[src/rtl/gen_shuffle_idx_pkg.sv]
`default_nettype none
// +----------------------------------------------------------------------------+
// | Module   : gen_shuffle_idx_pkg                                             |
// | Purpose  : Shared definitions for the SDF FFT output-reordering logic.     |
// |            Holds the bit-reversal helper that the reorder buffer also      |
// |            uses, plus the default transform size.                          |
// | Revision : 1.0 - initial release                                           |
// +----------------------------------------------------------------------------+
package gen_shuffle_idx_pkg;

  // Default log2 FFT size and the widest index the helper supports.
  localparam int DEFAULT_N = 4;
  localparam int MAX_W     = 16;

  // bitrev: out[i] = k[w-1-i] for i in 0..w-1; bits at and above w read as 0.
  // The width is a run-time argument so one function serves every FFT size.
  function automatic logic [MAX_W-1:0] bitrev(input logic [MAX_W-1:0] k,
                                              input int               w);
    logic [MAX_W-1:0] r;
    r = '0;
    for (int i = 0; i < MAX_W; i++) begin
      if (i < w) r[i] = k[w-1-i];
    end
    return r;
  endfunction

endpackage
`default_nettype wire

[src/rtl/gen_shuffle_idx_if.sv]
`default_nettype none
// +----------------------------------------------------------------------------+
// | Module   : gen_shuffle_idx_if                                              |
// | Purpose  : Table bus between the shuffle-index generator and its readers.  |
// |   shuffle_idx : [N-1:0] x 2**N, entry k = bitrev(k) once filled            |
// |   done        : high once every entry is valid                             |
// |   master = generator (drives), slave = reorder buffer (reads)              |
// | Revision : 1.0 - initial release                                           |
// +----------------------------------------------------------------------------+
interface gen_shuffle_idx_if #(
  parameter int N = 4
);
  logic [N-1:0] shuffle_idx [2**N];
  logic         done;

  modport master (output shuffle_idx, output done);
  modport slave  (input  shuffle_idx, input  done);
endinterface
`default_nettype wire

[src/rtl/gen_shuffle_idx_bit_reverse.sv]
`default_nettype none
// +----------------------------------------------------------------------------+
// | Module   : bit_reverse                                                     |
// | Purpose  : Combinational W-bit bit reversal, out_o[i] = in_i[W-1-i].       |
// |   in_i  : [W-1:0] value to reverse                                         |
// |   out_o : [W-1:0] reversed value                                           |
// | Revision : 1.0 - initial release                                           |
// +----------------------------------------------------------------------------+
module bit_reverse #(
  parameter int W = 4
) (
  input  logic [W-1:0] in_i,
  output logic [W-1:0] out_o
);

  // Pure wiring: no logic, no width growth.
  for (genvar i = 0; i < W; i++) begin : g_bit
    assign out_o[i] = in_i[W-1-i];
  end

endmodule
`default_nettype wire

[src/rtl/gen_shuffle_idx.sv]
`default_nettype none
// +----------------------------------------------------------------------------+
// | Module   : gen_shuffle_idx                                                 |
// | Purpose  : Builds the radix-2 SDF FFT output-reordering table. Entry k     |
// |            holds bitrev_N(k). One entry is written per clock after reset;  |
// |            afterwards the table is held statically so readers can index    |
// |            it combinationally.                                             |
// |   clk    : rising-edge clock                                               |
// |   rst    : synchronous, active-high reset (clears table and restarts fill) |
// |   out_if : master side of the table bus (shuffle_idx[], done)              |
// | Revision : 1.0 - initial release                                           |
// +----------------------------------------------------------------------------+
module gen_shuffle_idx
  import gen_shuffle_idx_pkg::*;
#(
  parameter int N = DEFAULT_N
) (
  input  logic                 clk,
  input  logic                 rst,
  gen_shuffle_idx_if.master    out_if
);

  localparam int NPTS = 2**N;

  // One extra counter bit so the count can rest at NPTS once the fill ends.
  logic [N:0]   cnt_q, cnt_d;
  logic         done_q, done_d;
  logic [N-1:0] rev_w;
  logic         last_w;
  logic [N-1:0] tbl_q [NPTS];

  bit_reverse #(.W(N)) u_bit_reverse (
    .in_i  (cnt_q[N-1:0]),
    .out_o (rev_w)
  );

  // The last write happens while cnt = NPTS-1, so done rises on that same edge.
  assign last_w = (cnt_q == (N+1)'(NPTS-1));

  always_comb begin
    cnt_d  = cnt_q;
    done_d = done_q;
    if (!done_q) begin
      cnt_d = cnt_q + 1'b1;
      if (last_w) done_d = 1'b1;
    end
  end

  always_ff @(posedge clk) begin
    if (rst) begin
      cnt_q  <= '0;
      done_q <= 1'b0;
    end else begin
      cnt_q  <= cnt_d;
      done_q <= done_d;
    end
  end

  // Per-entry register with its own write enable; reset clears every entry
  // so a fill interrupted by reset leaves no stale values behind.
  for (genvar k = 0; k < NPTS; k++) begin : g_entry
    always_ff @(posedge clk) begin
      if (rst) begin
        tbl_q[k] <= '0;
      end else if (!done_q && (cnt_q == (N+1)'(k))) begin
        tbl_q[k] <= rev_w;
      end
    end
    assign out_if.shuffle_idx[k] = tbl_q[k];
  end

  assign out_if.done = done_q;

endmodule
`default_nettype wire

[src/flat_wrapper.sv]
// flat-port wrapper written by rule: the top's interface ports become plain ports
module gen_shuffle_idx_flat import gen_shuffle_idx_pkg::*;
#(
  parameter int N = DEFAULT_N
)
  (clk, rst, out_if_shuffle_idx, out_if_done);
  gen_shuffle_idx_if #(.N(N)) out_if_i ();
  input  logic clk;
  input  logic rst;
  output wire logic [$bits(out_if_i.shuffle_idx)-1:0] out_if_shuffle_idx;
  output wire logic [$bits(out_if_i.done)-1:0] out_if_done;
  assign out_if_shuffle_idx = {>>{out_if_i.shuffle_idx}};
  assign out_if_done = out_if_i.done;
  gen_shuffle_idx #(.N(N)) u_core (.clk(clk), .rst(rst), .out_if(out_if_i));
endmodule
[config.mk]
export PLATFORM = sky130hd
export DESIGN_NAME = gen_shuffle_idx_flat
export DESIGN_NICKNAME = d
export VERILOG_FILES = /design/src/rtl/gen_shuffle_idx_pkg.sv /design/src/rtl/gen_shuffle_idx_if.sv /design/src/rtl/gen_shuffle_idx_bit_reverse.sv /design/src/rtl/gen_shuffle_idx.sv /design/src/flat_wrapper.sv
export SDC_FILE = /design/constraint.sdc
export NUM_CORES = 1
export LEC_CHECK = 0
export ABC_AREA = 1
export CORE_MARGIN = 8
export CORE_UTILIZATION = 49
export CTS_CLUSTER_DIAMETER = 150
export DETAILED_ROUTE_END_ITERATION = 16
export GPL_TIMING_DRIVEN = 1
export PLACE_DENSITY = 0.79
export SLEW_MARGIN = 15
export SYNTH_ARGS = -nofsm -noshare
export SYNTH_HDL_FRONTEND = slang
export SYNTH_HIERARCHICAL = 1
export SYNTH_SLANG_ARGS = --single-unit
export TNS_END_PERCENT = 20
[constraint.sdc]
create_clock -name clk -period 1.9 [get_ports clk]
set_clock_uncertainty 0.05 [all_clocks]
set_input_delay 0.475 -clock clk [delete_from_list [all_inputs] [get_ports clk]]
set_output_delay 0.475 -clock clk [all_outputs]
set_load 0.005 [all_outputs]
==> results of run 1 <==
-- metal layers --
metal	up-vias	global-route usage (%)	part of all wire (%)
met5	-	0	0
met4	0	11.0	2.5
met3	12	4.24	7.1
met2	77	25.7	50
met1	937	16.7	41
li1	948	-	-
-- flip-flops by register name, indices dropped and copies added, names as in the netlist --
| register | count |
|---|---|
| u_core/tbl_q | 64 |
| u_core/cnt_q | 5 |
| u_core/out_if.done | 1 |
-- power by group --
group          total [mW]  switching [mW]  internal, mW
clock network        1.06           0.479         0.584
registers            1.78          0.0264          1.75
logic               0.315           0.169         0.146
-- cells in the final DEF (no fill, tap or decap), drive strengths merged --
| cell | n |
|---|---|
| a21oi | 5 |
| buf | 14 |
| bufinv | 1 |
| clkbuf | 11 |
| clkdlybuf4s50 | 65 |
| clkinv | 3 |
| dfxtp | 6 |
| dlymetal6s2s | 1 |
| edfxtp | 64 |
| ha | 5 |
| inv | 17 |
| nand2 | 13 |
| nand3 | 5 |
| nand4 | 12 |
| nor2 | 74 |
| o21ai | 17 |
-- stage by stage --
| step | area (um2) | std cells | power, mW |
|---|---|---|---|
| finish | 3780 | 385 | 3.16 |
| global route | 3780 | 385 | 3.26 |
| CTS | 3780 | 385 | 3.18 |
| detailed placement | 3610 | 371 | 2.13 |
| global placement | 3610 | 371 | 2.12 |
| floorplan | 2810 | 231 | 1.93 |
-- cell families (layout without fill, tap and decap cells) --
group / Yosys count / count (layout) / share of synthesized area, %
DFF: 70 / 70 / 72.7
and+or+nand+nor: 104 / 104 / 16.3
buffers and inverters: 30 / 112 / 4.85
AOI/OAI and AO/OA: 22 / 22 / 3.92
adders and majority gates: 5 / 5 / 2.23
-- path summary, 6_finish.rpt --
path | endpoint | start | slack (ns) | depth (start not counted)
hold reg to reg | u_core/cnt_q[1] | u_core/cnt_q[1] | 0.52 | 2
setup reg to reg | u_core/tbl_q[0][20] | u_core/out_if.done | 0.10 | 3
setup / recovery | u_core/tbl_q[0][20] | u_core/out_if.done | 0.10 | 3
hold / removal | u_core/cnt_q[1] | u_core/cnt_q[1] | 0.52 | 2
-- layout make-up --
class	count	area share, %
Tap cell	72	2.38
Sequential cell	70	54.0
Clock buffer	11	3.48
Clock inverter	3	0.993
Timing Repair Buffer	80	20.7
Inverter	18	1.79
Multi-Input combinational cell	131	16.7
-- worst max-delay path, delay by kind of cell (launching register included) --
family,cells,cell delay [ns]
compound gates,1,0.51
flops,1,0.32
simple gates,2,0.56
==> metrics.txt, run 1 <==
actual slew at the worst max-slew pin 0.641 ns; CTS clk-pin slew, worst paths 0.07 ns; Post-synth ARST share 0%; P per Cell Area 835 nW/um2; max frequency 556 MHz; Worst Path Max Fanout 7; DRT Pass-1 Iters 4; ys flop type edfxtp_1; DRC 0; Fin. Hold Viols 0; port bufs 66; Worst setup SP type register; dpl ws -0.0236 ns; gr usage total 15.4%; area leader, netlist edfxtp_1; Total Nets Final 317; maximum VDD drop 448 uV; Fillers 394; min cycle time layout 1.80 ns; I/O pin cnt 67; Commonest cells post-synth nor2_1, edfxtp_1, inv_1, o21ai_0, nand2_1; Multi-input gate area 631 um2; slew margin rel. 57.2%; Final setup viols 0; Longest Clk Path Bufs 2; Die X-Extent 91.7 um; final hold slack 0.520 ns; Starting Density 51.0%; count of cell types in the netlist 19; hold buffer count at CTS 0; pin count of the biggest net entering global routing 38; CTS Buf Count 9; P_leak 1.37 nW; area grow syn2layout 34.6%; CTS tree done; Setup Buffers After CTS 0; via count 1974; top-count cell post-synth nor2_1; Mapped Nets 238; DRT antenna net count 0; crit path DAT 1.72 ns; Clock Sinks 70; max_cap viols 0; RSZ-0062 raised after global routing true; Mapped Area 2810 um2; Worst path max stage delay 0.51 ns; Yosys top cell area share 68.4%; Post-CTS Resized 0; Util after Layout 68.6%; initial DRC count 150; vias in the first global route 2002; Syn Inst Count 231; Cell Chain, Critical Path nor2_2 > nand2_1 > o21ai_0; Yosys Warn Count 6; top cells by area, synth edfxtp_1, nor2_1, dfxtp_1; Via density 5.13; fin crit share 94.6%; H-tree Lvls 3; die area 8410 um2; CP Data Required Time 1.82 ns; status finished, final reports clean; Register Area 2040 um2; root buffer cell clkbuf_8; DR WL/cell 16.6 um; synthesis-stage register bit count 70; gr ovfl total 0; Detailed Route WL 6.40 mm; # rows 27; Ant. Diodes 0; Critical Path End Type register; post-DP HPWL 4.49 mm; Die Ht 91.7 um; Setup Crit Path Kind register to register; Seq/Total Area, Yosys 72.7%; initial antenna violation count 0; share of post-route cells with drive strength above 1 9.27%; syn_area_per_cell 12.2 um2; first-pass GRT wire length 10.1 mm; clock latency on the worst-skew pair 0.33 ns; crit path max-delay cell type o21ai_0; core footprint 5510 um2; hold crit path type register to register; setup TNS 0 ns; Post-synth EDFFs 64; routability cong. 0.823; max-slew violation count 0; final setup margin 0.103 ns
Power figures use the tool's default switching activity.
==> inputs of run 2 (changes only) <==
--- a/config.mk
+++ b/config.mk
@@ -7,11 +7,11 @@
 export LEC_CHECK = 0
 export ABC_AREA = 1
 export CORE_MARGIN = 8
-export CORE_UTILIZATION = 49
+export CORE_UTILIZATION = 44
 export CTS_CLUSTER_DIAMETER = 150
 export DETAILED_ROUTE_END_ITERATION = 16
 export GPL_TIMING_DRIVEN = 1
-export PLACE_DENSITY = 0.79
+export PLACE_DENSITY = 0.75
 export SLEW_MARGIN = 15
 export SYNTH_ARGS = -nofsm -noshare
 export SYNTH_HDL_FRONTEND = slang
==> constraint.sdc (replaced) <==
create_clock -name clk -period 1.6 [get_ports clk]
set_clock_uncertainty 0.05 [all_clocks]
set_input_delay 0.4 -clock clk [delete_from_list [all_inputs] [get_ports clk]]
set_output_delay 0.4 -clock clk [all_outputs]
set_load 0.005 [all_outputs]
==> run 2 against run 1 <==
Against the previous run: wire length up 1.5%; power up 22%; via count up 2.0%; first-iteration DRC count down 6.7%; non-clock buffer count up 13; combinational power up 17%; flip-flop and latch count unchanged; worst hold slack better by 0.0034 ns; critical path type unchanged; highest routed layer unchanged.
==> metrics.txt, run 2 (synthesized netlist as in run 1, its figures left out) <==
pin count of the biggest net entering global routing 38 (unchanged); Starting Density 44.7% (was 51.0%); most common cell after layout, fill and taps aside nor2_1 (unchanged); Total Nets Final 330 (was 317); I/O pin cnt 67 (unchanged); Setup Crit Path Kind register to register (unchanged); CTS tree done (unchanged); Detailed Route WL 6.50 mm (was 6.40 mm); most frequent cells in the layout nor2_1, dlygate4sd2_1, edfxtp_1 (was nor2_1, clkdlybuf4s50_1, edfxtp_1); worst path bufs/invs 0 (unchanged); Fillers 511 (was 394); crit path DAT 1.52 ns (was 1.72 ns); core footprint 6280 um2 (was 5510 um2); fin crit share 98.0% (was 94.6%); Worst Path Max Fanout 5 (was 7); Clock Sinks 70 (unchanged); Worst path max stage delay 0.39 ns (was 0.51 ns); via count 2013 (was 1974); Util after Layout 61.8% (was 68.6%); Via density 4.97 (was 5.13); Cell Chain, Critical Path nor2_2 > nand2_1 > o21ai_1 (was nor2_2 > nand2_1 > o21ai_0); routability cong. 0.830 (was 0.823); clock latency on the worst-skew pair 0.33 ns (about the same); fin area 3880 um2 (was 3780 um2); P_leak 1.60 nW (was 1.37 nW); # rows 29 (was 27); CTS Buf Count 9 (unchanged); die area 9200 um2 (was 8410 um2); Top Family by Delay on Critical Path simple AND/OR/NAND/NOR gates (unchanged); gr ovfl total 0 (unchanged); final hold slack 0.524 ns (was 0.520 ns); Die X-Extent 95.9 um (was 91.7 um); actual slew at the worst max-slew pin 0.386 ns (was 0.641 ns); share of post-route cells with drive strength above 1 19.5% (was 9.27%); DR WL/cell 16.0 um (was 16.6 um); area grow syn2layout 38.1% (was 34.6%); max FFs per register 64 (unchanged); CTS clk-pin slew, worst paths 0.07 ns (about the same); max frequency 638 MHz (was 556 MHz); Worst setup SP type register (unchanged); post-DP HPWL 4.80 mm (was 4.49 mm); setup TNS 0 ns (unchanged); initial DRC count 140 (was 150); hold buffer count at CTS 0 (unchanged); min cycle time layout 1.57 ns (was 1.80 ns); first-pass GRT wire length 10.1 mm (about the same); maximum VDD drop 587 uV (was 448 uV); DRC 0 (unchanged); max_cap viols 0 (unchanged); Final setup viols 0 (unchanged); initial antenna violation count 0 (unchanged); Final Instance Count excl. Fillers 405 (was 385); DP Cell Count 389 (was 371); Longest Clk Path Bufs 2 (unchanged); slew margin rel. 74.1% (was 57.2%); P per Cell Area 989 nW/um2 (was 835 nW/um2); RSZ-0062 raised after global routing true (unchanged); H-tree Lvls 3 (unchanged); DRT antenna net count 0 (unchanged); Fin. Hold Viols 0 (unchanged); Post-DP Area 3710 um2 (was 3610 um2); hold crit path type register to register (unchanged); DRT Pass-1 Iters 4 (unchanged); Critical Path End Type register (unchanged); vias in the first global route 2063 (was 2002); max-slew violation count 0 (unchanged); Die Ht 95.9 um (was 91.7 um); Top reg by flops u_core/tbl_q (unchanged); status finished, final reports clean (unchanged); Ant. Diodes 0 (unchanged); gr usage total 14.9% (was 15.4%); port bufs 66 (unchanged); root buffer cell clkbuf_8 (unchanged); crit path max-delay cell type o21ai_1 (was o21ai_0); CP Data Required Time 1.55 ns (was 1.82 ns)
-- run 2: cell types whose count changed in the layout (fill, tap and decap cells not counted), sizes merged --
cell / change
dlygate4sd2: +65
buf: +13
dlymetal6s2s: -1
clkbuf: -2
clkinv: +2
clkdlybuf4s50: -64
clkinvlp: +1
inv: +1
-- run 2: final cells by class --
| type | count | area (um2) | area share, % |
|---|---|---|---|
| repair buffers | 93 | 795 | 20.5 |
| well taps | 77 | 96.3 | 2.48 |
| clock buffers | 9 | 124 | 3.19 |
| multi-input cells | 131 | 686 | 17.7 |
| clock inverters | 7 | 63.8 | 1.65 |
| flip-flops and latches | 70 | 2050 | 52.8 |
| inverters | 18 | 67.6 | 1.74 |
-- run 2: repair_timing --
action,4_1_cts,5_1_grt
setup buffers,0,0
gates cloned,0,0
pin swaps,0,0
endpoints found under the setup margin,117,74
gates resized for setup,75,21
-- run 2: worst paths after layout --
path / cells after the start / to / startpoint / slack [ns]
max: 3 / u_core/tbl_q[0][23] / u_core/out_if.done / 0.03
min: 2 / u_core/cnt_q[1] / u_core/out_if.done / 0.52
max reg2reg: 3 / u_core/tbl_q[0][23] / u_core/out_if.done / 0.03
min reg2reg: 2 / u_core/cnt_q[1] / u_core/out_if.done / 0.52
-- run 2: worst reg2reg max path: cells and delay by family (launching register included) --
kind	cells	cell delay, ns
flip-flops	1	0.33
AND/OR/NAND/NOR	2	0.46
AO/OA/AOI/OAI	1	0.39
-- run 2: through the flow --
| step | setup slack (ns) | total power, mW |
|---|---|---|
| floorplan | 0.0737 | 2.29 |
| global placement | -0.212 | 2.55 |
| detailed placement | -0.266 | 2.56 |
| CTS | -0.174 | 3.85 |
| global route | -0.111 | 3.98 |
| finish | 0.0318 | 3.83 |
-- run 2: routing by layer --
metal / wire length, um / vias up / GRT usage [%]
met4: 135 / 0 / 8.96
met5: 0 / - / 0
li1: - / 977 / -
met1: 2500 / 950 / 16.9
met3: 561 / 12 / 4.21
met2: 3300 / 74 / 24.6
-- run 2: power by group --
group | internal, mW | leakage [nW] | switching, mW | total (mW)
Clock | 0.709 | 0.0945 | 0.648 | 1.36
Sequential | 2.08 | 0.717 | 0.0300 | 2.11
Combinational | 0.152 | 0.793 | 0.218 | 0.370
Total | 2.94 | 1.60 | 0.895 | 3.83
==> inputs of run 3 (changes only) <==
--- a/config.mk
+++ b/config.mk
@@ -12,7 +12,7 @@
 export DETAILED_ROUTE_END_ITERATION = 16
 export GPL_TIMING_DRIVEN = 1
 export PLACE_DENSITY = 0.75
-export SLEW_MARGIN = 15
+export SLEW_MARGIN = 20
 export SYNTH_ARGS = -nofsm -noshare
 export SYNTH_HDL_FRONTEND = slang
 export SYNTH_HIERARCHICAL = 1
==> results of run 3 <==
The final DEF is identical to that of run 2; final timing and power are the same.
